==> config.mk <==
export PLATFORM = sky130hd
export DESIGN_NAME = mem_arbiter
export DESIGN_NICKNAME = d
export VERILOG_FILES = /design/src/rtl/mem_arb_pkg.sv /design/src/rtl/rr_pick2.sv /design/src/rtl/mem_arbiter.sv
export SDC_FILE = /design/constraint.sdc
export NUM_CORES = 1
export LEC_CHECK = 0
export ABC_AREA = 1
export BUFFER_PORTS_ARGS = -buffer_cell sky130_fd_sc_hd__clkbuf_2
export CORE_MARGIN = 2
export CORE_UTILIZATION = 32
export DETAILED_ROUTE_END_ITERATION = 6
export GPL_ROUTABILITY_DRIVEN = 0
export GPL_TIMING_DRIVEN = 0
export PLACE_DENSITY_LB_ADDON = 0.05
export REMOVE_ABC_BUFFERS = 1
export SYNTH_ARGS = -nofsm -noshare
export SYNTH_HDL_FRONTEND = slang
export SYNTH_SLANG_ARGS = --single-unit
==> constraint.sdc <==
create_clock -name clk -period 1.4 [get_ports clk]
set_input_delay 0.07 -clock clk [delete_from_list [all_inputs] [get_ports clk]]
set_output_delay 0.07 -clock clk [all_outputs]
set_load 0.05 [all_outputs]
==> src/rtl/mem_arb_pkg.sv <==
// Shared constants for the two-port data memory arbiter.
package mem_arb_pkg;

  localparam int unsigned CNT_W = 4;

  typedef enum logic [1:0] {
    IDLE   = 2'd0,
    ACCESS = 2'd1,
    DONE   = 2'd2
  } state_t;

endpackage

==> src/rtl/rr_pick2.sv <==
// Two-way round-robin pick: on a tie the port not served last wins.
module rr_pick2 (
  input  logic req0,
  input  logic req1,
  input  logic last,
  output logic gnt_valid,
  output logic gnt_id
);

  always_comb begin
    gnt_valid = req0 | req1;
    gnt_id    = 1'b0;
    if (req0 && req1) begin
      gnt_id = ~last;
    end else begin
      gnt_id = req1;
    end
  end

endmodule

==> src/rtl/mem_arbiter.sv <==
// Serialises core and loader accesses onto the single-port data memory,
// holding each access for MEM_LAT cycles and acking the winner for one cycle.
module mem_arbiter
  import mem_arb_pkg::*;
#(
  parameter int unsigned AW      = 32,
  parameter int unsigned DW      = 32,
  parameter int unsigned MEM_LAT = 1
) (
  input  logic          clk,
  input  logic          rst,
  input  logic          req0,
  input  logic          we0,
  input  logic [AW-1:0] adr0,
  input  logic [DW-1:0] wdata0,
  input  logic          req1,
  input  logic          we1,
  input  logic [AW-1:0] adr1,
  input  logic [DW-1:0] wdata1,
  output logic          ack0,
  output logic          ack1,
  output logic [DW-1:0] rdata,
  output logic          busy,
  output logic [AW-1:0] mem_adr,
  output logic [DW-1:0] mem_wdata,
  output logic          mem_read,
  output logic          mem_write,
  input  logic [DW-1:0] mem_rdata
);

  state_t             state;
  logic               last;
  logic               id_q;
  logic               we_q;
  logic [CNT_W-1:0]   cnt;

  logic               gnt_valid;
  logic               gnt_id;
  logic               sel_we;
  logic [AW-1:0]      sel_adr;
  logic [DW-1:0]      sel_wdata;

  rr_pick2 u_pick (
    .req0      (req0),
    .req1      (req1),
    .last      (last),
    .gnt_valid (gnt_valid),
    .gnt_id    (gnt_id)
  );

  assign sel_we    = gnt_id ? we1    : we0;
  assign sel_adr   = gnt_id ? adr1   : adr0;
  assign sel_wdata = gnt_id ? wdata1 : wdata0;

  // mem_adr / mem_wdata double as the latched request registers.
  always_ff @(posedge clk) begin
    if (rst) begin
      state     <= IDLE;
      last      <= 1'b1;
      id_q      <= 1'b0;
      we_q      <= 1'b0;
      cnt       <= '0;
      ack0      <= 1'b0;
      ack1      <= 1'b0;
      busy      <= 1'b0;
      mem_read  <= 1'b0;
      mem_write <= 1'b0;
      mem_adr   <= '0;
      mem_wdata <= '0;
      rdata     <= '0;
    end else begin
      ack0 <= 1'b0;
      ack1 <= 1'b0;
      case (state)
        IDLE: begin
          if (gnt_valid) begin
            state     <= ACCESS;
            id_q      <= gnt_id;
            last      <= gnt_id;
            we_q      <= sel_we;
            mem_adr   <= sel_adr;
            mem_wdata <= sel_wdata;
            mem_read  <= ~sel_we;
            mem_write <= sel_we;
            cnt       <= CNT_W'(MEM_LAT - 1);
            busy      <= 1'b1;
          end
        end
        ACCESS: begin
          // Last memory cycle: capture read data and hand over to DONE.
          if (cnt == '0) begin
            state     <= DONE;
            mem_read  <= 1'b0;
            mem_write <= 1'b0;
            ack0      <= ~id_q;
            ack1      <= id_q;
            if (!we_q) begin
              rdata <= mem_rdata;
            end
          end else begin
            cnt <= cnt - CNT_W'(1);
          end
        end
        DONE: begin
          state <= IDLE;
          busy  <= 1'b0;
        end
        default: begin
          state <= IDLE;
          busy  <= 1'b0;
        end
      endcase
    end
  end

endmodule

==> flow_summary.yaml, run 1 <==
finish:
  layout_common_cells: "clkbuf_2 (266), nand2_1 (174), nor2_1 (137)"
  layout_cells_sized_above_1_pct: 36.0
  postLayoutCellArea_sq_um: 7950
  postLayoutCoreUtil_pct: 54.3
  final.fill_count: 1455
  antennaDiodeCount: 0
  mostFrequentLayoutCell: "clkbuf_2"
  layout-area-overhead-vs-synth_pct: 64.1
  final_nets: 1218
power:
  power.share.clock_pct: 19.9
  p_sw_share_pct: 44.1
  cellPowerDensity_nw_per_um2: 1660
  share_comb_of_total_power_pct: 48.9
  power.ir.vdd_worst_mv: 0.665
  p_leak_nw: 4.09
  net_switching_power_of_the_design_mw: 5.83
  finalPower_mw: 13.2
  pwr-share-seq_pct: 31.1
  power_report.internal_total_mw: 7.39
critical_path:
  arrival_ns: 1.63
  worstSetupPathType: "flip-flop to flip-flop"
  crit_top_cell: "nor2_4"
  critPathMaxStageDelay_ns: 0.33
  crit_chain: "inv_2 > nor2_4 > clkinvlp_4 > nor2_4 > buf_6 > nand3_1 > nand2_1 > nor2_1"
  timing.critical_path.fanout_max: 6
  critical_path.slowest_cell: "dfxtp_2"
  critical_path.top_delay_family: "simple AND/OR/NAND/NOR gates"
  worstSetupStartpointType: "flip-flop"
  worst_setup_path_end_kind: "flip-flop"
  path_buf_inv: 3
  worst_ep_required_time_ns: 1.64
  rrSetupSlack_ns: 0.01
sta:
  grt_setup_unrepaired: "true"
  finalHoldViolCount: 0
  slew_headroom_pct: 67.7
  drv_slew: 0
  skew_ns: 0.00351
  tns_ns: 0
  timing.final.crit_period_ns: 1.39
  timing.final.crit_share_pct: 99.0
  setup_viol_count_final: 0
  timing.fmax_ghz: 0.722
  hold_ws_ns: 0.0154
  tightest_slew_ns: 0.484
global_route:
  grt_util_all_layers_pct: 22.0
  antenna_violations_before_repair: 0
  grt_pass1_vias: 5497
  global_route.overflow_total: 0
  first_pass_grt_wire_length_um: 28300
  grt_max_degree: 87
logic_synthesis:
  synthDominantCellAreaShare_pct: 45.4
  yosys.cell_types.count: 22
  postSynthRegisterBits: 110
  yosysSeqAreaShare_pct: 45.4
  synth_cells: 712
  synthesis.area_per_instance_sq_um: 6.81
  post_synth_instance_area_sq_um: 4850
  synth_warn: 0
  top_cells_by_area_in_the_synthesized_netlist: "dfxtp_1 (45%), nand2_1 (14%), nor2_1 (11%)"
  netlist.top_cell.by_area: "dfxtp_1"
floorplan:
  die_height_um: 127
  ios: 267
  floorplan.initialDensity_pct: 33.1
  die_ar_sq_um: 16200
  die_w_um: 127
  core-area_sq_um: 14600
  rows: 44
detailed_routing:
  postRouteAntennaNets: 0
  detailedRoute.firstIterationViolations: 266
  drt-wirelength-per-cell_um: 15.0
  drt-pass1-iter-count: 4
  detailroute.via_count: 5720
  post_drt_via_cell_ratio: 4.62
  detail_route.drc_violations: 0
  totalWireLength_um: 18600
flow_run:
  maxCapViolations: 0
run_status:
  run_status: "complete, no violations"
place:
  io_buffer_count: 266
  dpl-instance-area_sq_um: 6240
  dp.final_hpwl_um: 10600
clocking:
  numClockSinks: 110
  cts_htree_levels: 3
  clock_path_buffers: 2
  clk-insertion-delay-late_ns: 0.35
  cts_tree: "done"
  cts_made_buffers: 9
  cts.reportedPaths.clkPinSlew_ns: 0.07
  cts-root-buf: "clkbuf_16"
min_path:
  worst_hold_path_type: "primary input to flip-flop"
-- sequential cells by signal, summed over array words and instances, names as in the netlist --
signal	flops
ack0	1
last	1
mem_write	1
cnt	4
state	2
ack1	1
we_q	1
id_q	1
rdata	32
busy	1
mem_adr	32
mem_wdata	32
mem_read	1
-- repair_timing --
action                                  in CTS  in global routing
endpoints found under the hold margin       64                  0
pin swaps                                    6                 24
endpoints found under the setup margin      98                 91
gates cloned                                10                  6
hold buffers                                64                  0
setup buffers                               18                  9
gates resized for setup                     26                 46
-- worst paths after layout --
kind,from,endpoint,cells past startpoint
max,state[0]$_SDFFE_PP0P_,rdata[8]$_SDFFE_PP0P_,8
min,wdata0[7],mem_wdata[7]$_SDFFE_PP0P_,5
max reg2reg,state[0]$_SDFFE_PP0P_,rdata[8]$_SDFFE_PP0P_,8
min reg2reg,id_q$_SDFFE_PP0P_,ack0$_SDFF_PP0_,1
-- worst min-delay path: stages --
cell      delay, ns
clkbuf_2       0.07
nand2_1        0.04
nand2_1        0.04
a21oi_1        0.03
nor2_1         0.07
-- cell families after synthesis --
family	Yosys count	synth area share, %
adder cells (fa/ha/maj)	2	0.516
AND/OR/NAND/NOR	369	30.5
AO/OA/AOI/OAI	138	14.3
buffers and inverters	93	9.29
flip-flops	110	45.4
-- layout make-up --
class	count	area [sq um]	area share, %
repair inverters	2	18.8	0.236
multi-input cells	512	2420	30.4
inverters	45	195	2.45
clock inverters	4	45.0	0.566
well taps	184	230	2.89
repair buffers	370	2580	32.5
flip-flops and latches	110	2200	27.7
clock buffers	12	256	3.22
-- layer usage --
metal	vias up	GRT usage, %	routed length [um]	share of wire, %
met5	-	0	0	0
met4	0	7.95	340	1.8
met3	20	5.11	1220	6.5
met2	214	37.7	8950	48
met1	2547	27.1	8100	44
li1	2939	-	-	-
-- synth_stat cells (all sizes together) --
cell type    n
ha           2
nand3       42
nor2       141
nor3         1
a21oi       73
inv         45
nand3b       1
clkbuf      10
o21ai       65
nor3b        1
dfxtp      110
nand2      183
buf         38
-- power by group through the flow --
| stage | sequential [mW] | combinational, mW | clock (mW) |
|---|---|---|---|
| 2_1_floorplan | 6.19 | 1.68 | 0 |
| 3_3_place_gp | 4.15 | 5.11 | 0 |
| 3_5_place_dp | 4.15 | 5.17 | 0 |
| 4_1_cts | 4.11 | 6.12 | 2.73 |
| 5_1_grt | 4.19 | 6.96 | 2.85 |
| 6_report | 4.12 | 6.47 | 2.63 |
-- through the flow --
step                      setup slack [ns]  cells
after floorplan                      -1.09    664
after global placement               -2.76   1114
after detailed placement             -1.10   1119
after CTS                          -0.0108   1227
after global routing               -0.0675   1239
final                               0.0143   1239
(Power assumes the default switching activity.)
==> inputs of run 2 (changes only) <==
--- a/config.mk
+++ b/config.mk
@@ -5,10 +5,9 @@
 export SDC_FILE = /design/constraint.sdc
 export NUM_CORES = 1
 export LEC_CHECK = 0
-export ABC_AREA = 1
 export BUFFER_PORTS_ARGS = -buffer_cell sky130_fd_sc_hd__clkbuf_2
 export CORE_MARGIN = 2
-export CORE_UTILIZATION = 32
+export CORE_UTILIZATION = 46
 export DETAILED_ROUTE_END_ITERATION = 6
 export GPL_ROUTABILITY_DRIVEN = 0
 export GPL_TIMING_DRIVEN = 0
==> run 2 against run 1 <==
The run now ends with setup timing left. Register-to-register slack got worse by 0.37 ns. Synthesized cell count decreased by 17%. Hold slack improved by 0.077 ns. Critical endpoint is now mem_adr[20]$_SDFFE_PP0P_. Non-clock buffer count increased by 129. Clock skew increased by 0.018 ns. Maximum frequency decreased by 21%.
==> flow_summary.yaml, run 2 <==
run_status:
  run_status: "finished, violations left"
  violations: "setup timing"
sta:
  drv_slew: 0
  finalHoldViolCount: 0
  timing.final.crit_period_ns: 1.75
  setup_viol_count_final: 96
  hold_ws_ns: 0.0920
  grt_setup_unrepaired: "true"
  skew_ns: 0.0218
  finalWorstSetupSlack_ns: -0.353
  slew_headroom_pct: 58.7
  tightest_slew_ns: 0.619
  timing.fmax_ghz: 0.570
  timing.final.crit_share_pct: 125
floorplan:
  ios: 267
  floorplan.initialDensity_pct: 47.3
  core-area_sq_um: 10900
  die_ar_sq_um: 12100
  rows: 38
  die_height_um: 110
  die_w_um: 110
global_route:
  grt_util_all_layers_pct: 37.0
  grt_pass1_vias: 7033
  grt_max_degree: 71
  antenna_violations_before_repair: 1
  global_route.overflow_total: 0
  first_pass_grt_wire_length_um: 34600
power:
  cellPowerDensity_nw_per_um2: 1080
  share_comb_of_total_power_pct: 39.1
  power_report.internal_total_mw: 6.45
  pwr-share-seq_pct: 35.4
  p_leak_nw: 4.23
  p_sw_share_pct: 38.5
  net_switching_power_of_the_design_mw: 4.03
  power.share.clock_pct: 25.5
  power.ir.vdd_worst_mv: 0.725
clocking:
  cts.reportedPaths.clkPinSlew_ns: 0.13
  cts-root-buf: "clkbuf_8"
  clock_path_buffers: 2
  cts_made_buffers: 9
  cts_htree_levels: 3
  cts_tree: "done"
  clk-insertion-delay-late_ns: 0.41
  numClockSinks: 110
detailed_routing:
  detailedRoute.firstIterationViolations: 728
  drt-wirelength-per-cell_um: 23.3
  totalWireLength_um: 27400
  postRouteAntennaNets: 0
  post_drt_via_cell_ratio: 6.24
  detail_route.drc_violations: 0
  detailroute.via_count: 7350
  drt-pass1-iter-count: 6
critical_path:
  worst_r2r_startpoint: "last$_SDFFE_PP1P_"
  arrival_ns: 2.01
  worstSetupStartpointType: "flip-flop"
  critical_path.slowest_cell: "a311oi_1"
  ff2ff_path_depth: 6
  r2r-end: "mem_adr[20]$_SDFFE_PP0P_"
  critPathMaxStageDelay_ns: 0.54
  rrSetupSlack_ns: -0.35
  worst_setup_path_end_kind: "flip-flop"
  crit_chain: "buf_6 > buf_6 > a21bo_4 > buf_12 > nand2_1 > a311oi_1"
  worstSetupPathType: "flip-flop to flip-flop"
  crit_top_cell: "buf_6"
  timing.critical_path.fanout_max: 5
  worst_ep_required_time_ns: 1.66
finish:
  final.fill_count: 478
  postLayoutCellArea_sq_um: 9660
  mostFrequentLayoutCell: "clkbuf_2"
  antennaDiodeCount: 0
  postLayoutCoreUtil_pct: 88.7
  layout-area-overhead-vs-synth_pct: 87.3
  biggestRegsByFlops: "mem_adr: 32 flops, mem_wdata: 32 flops, rdata: 32 flops"
  layout_common_cells: "clkbuf_2 (265), dlygate4sd3_1 (160), nand2_1 (105)"
  final_nets: 1200
  layout_cells_sized_above_1_pct: 44.4
  instances_no_fill: 1177
place:
  dp.final_hpwl_um: 11400
  post-place-cells: 935
  io_buffer_count: 266
  dpl-instance-area_sq_um: 6600
min_path:
  worst_hold_path_type: "primary input to flip-flop"
  timing.hold.worst_path_depth: 3
  hold_end: "mem_write$_SDFFE_PP0P_"
  hold_path.startpoint: "we0"
logic_synthesis:
  synth_cells: 588
  top_cells_by_area_in_the_synthesized_netlist: "dfxtp_1 (43%), a21oi_1 (10%), a311oi_1 (9.5%)"
  synthDominantCellAreaShare_pct: 42.7
  postSynthRegisterBits: 110
  yosysSeqAreaShare_pct: 42.7
  synth_ff_type: "dfxtp_1"
  yosys.cell_types.count: 40
  post_synth_arst_share_pct: 0
  post_synth_instance_area_sq_um: 5150
  synth_warn: 0
  yosysMostFrequentCell: "nand2_1"
  netlist.top_cell.by_area: "dfxtp_1"
  synth_enable_flop_cells: 0
  synth_common_cells: "nand2_1 (129), dfxtp_1 (110), a21oi_1 (103), a311oi_1 (56), buf_2 (36)"
  synthesis.area_per_instance_sq_um: 8.77
flow_run:
  maxCapViolations: 0
==> run 2: cells by family after synthesis <==
logic type      synth area share (%)
compound gates                  31.5
simple gates                    17.6
flops                           42.7
buf+inv                         7.72
fa+ha+maj                      0.485
==> run 2: power groups by stage <==
stage	clock [mW]	sequential [mW]	combinational [mW]
2_1_floorplan	0	4.82	0.835
3_5_place_dp	0	3.72	2.93
4_1_cts	2.61	3.66	3.56
3_3_place_gp	0	3.75	2.76
6_report	2.67	3.71	4.10
5_1_grt	2.76	3.73	4.22
==> run 2: metal layers <==
metal  part of all wire, %  GRT usage [%]  vias to the layer above
li1                      -              -                     3084
met1                    33           40.1                     3398
met2                    48           63.5                      634
met3                   9.9           9.66                      234
met4                   9.0           24.2                        0
met5                     0              0                        -
==> run 2: how the worst max path moves through the flow <==
| stage | slack [ns] | start | to | cells past startpoint |
|---|---|---|---|---|
| 2_1_floorplan | -1.75 | cnt[0]$_SDFFE_PP0P_ | mem_read$_SDFFE_PP0P_ | 5 |
| 3_3_place_gp | -3.48 | req1 | mem_wdata[12]$_SDFFE_PP0P_ | 4 |
| 3_5_place_dp | -0.68 | state[1]$_SDFFE_PP0P_ | mem_adr[12]$_SDFFE_PP0P_ | 4 |
| 4_1_cts | -0.19 | cnt[0]$_SDFFE_PP0P_ | rdata[4]$_SDFFE_PP0P_ | 6 |
| 5_1_grt | -0.48 | last$_SDFFE_PP1P_ | mem_adr[12]$_SDFFE_PP0P_ | 6 |
| 6_report | -0.35 | last$_SDFFE_PP1P_ | mem_adr[20]$_SDFFE_PP0P_ | 6 |
==> run 2: worst max-delay path, delay by kind of cell (launching register included) <==
| family | cells | cell delay (ns) |
|---|---|---|
| simple gates | 1 | 0.08 |
| flops | 1 | 0.40 |
| compound gates | 2 | 0.76 |
| buf+inv | 3 | 0.37 |
==> run 2: metrics by stage <==
| step | power (mW) | setup TNS, ns | setup slack, ns |
|---|---|---|---|
| 5_1_grt | 10.7 | -19.04 | -0.480 |
| 6_report | 10.5 | -14.99 | -0.353 |
| 2_1_floorplan | 5.66 | -165.99 | -1.75 |
| 4_1_cts | 9.83 | -5.80 | -0.189 |
| 3_5_place_dp | 6.65 | -55.97 | -0.683 |
| 3_3_place_gp | 6.51 | -321.18 | -3.48 |
==> run 2: repair_timing <==
action / 4_1_cts / 5_1_grt
hold buffers: 160 / 0
endpoints found under the setup margin: 107 / 105
cloned: 8 / 10
endpoints found under the hold margin: 96 / 0
setup buffers: 32 / 17
resized for setup: 34 / 64
pin swaps: 8 / 48
==> run 2: area by class of cell <==
| type | instances | area (sq um) | share of cell area [%] |
|---|---|---|---|
| inverters | 5 | 18.8 | 0.194 |
| well taps | 140 | 175 | 1.81 |
| repair buffers | 499 | 4020 | 41.6 |
| clock inverters | 5 | 129 | 1.33 |
| multi-input cells | 407 | 2950 | 30.5 |
| flip-flops and latches | 110 | 2220 | 23.0 |
| clock buffers | 11 | 151 | 1.57 |
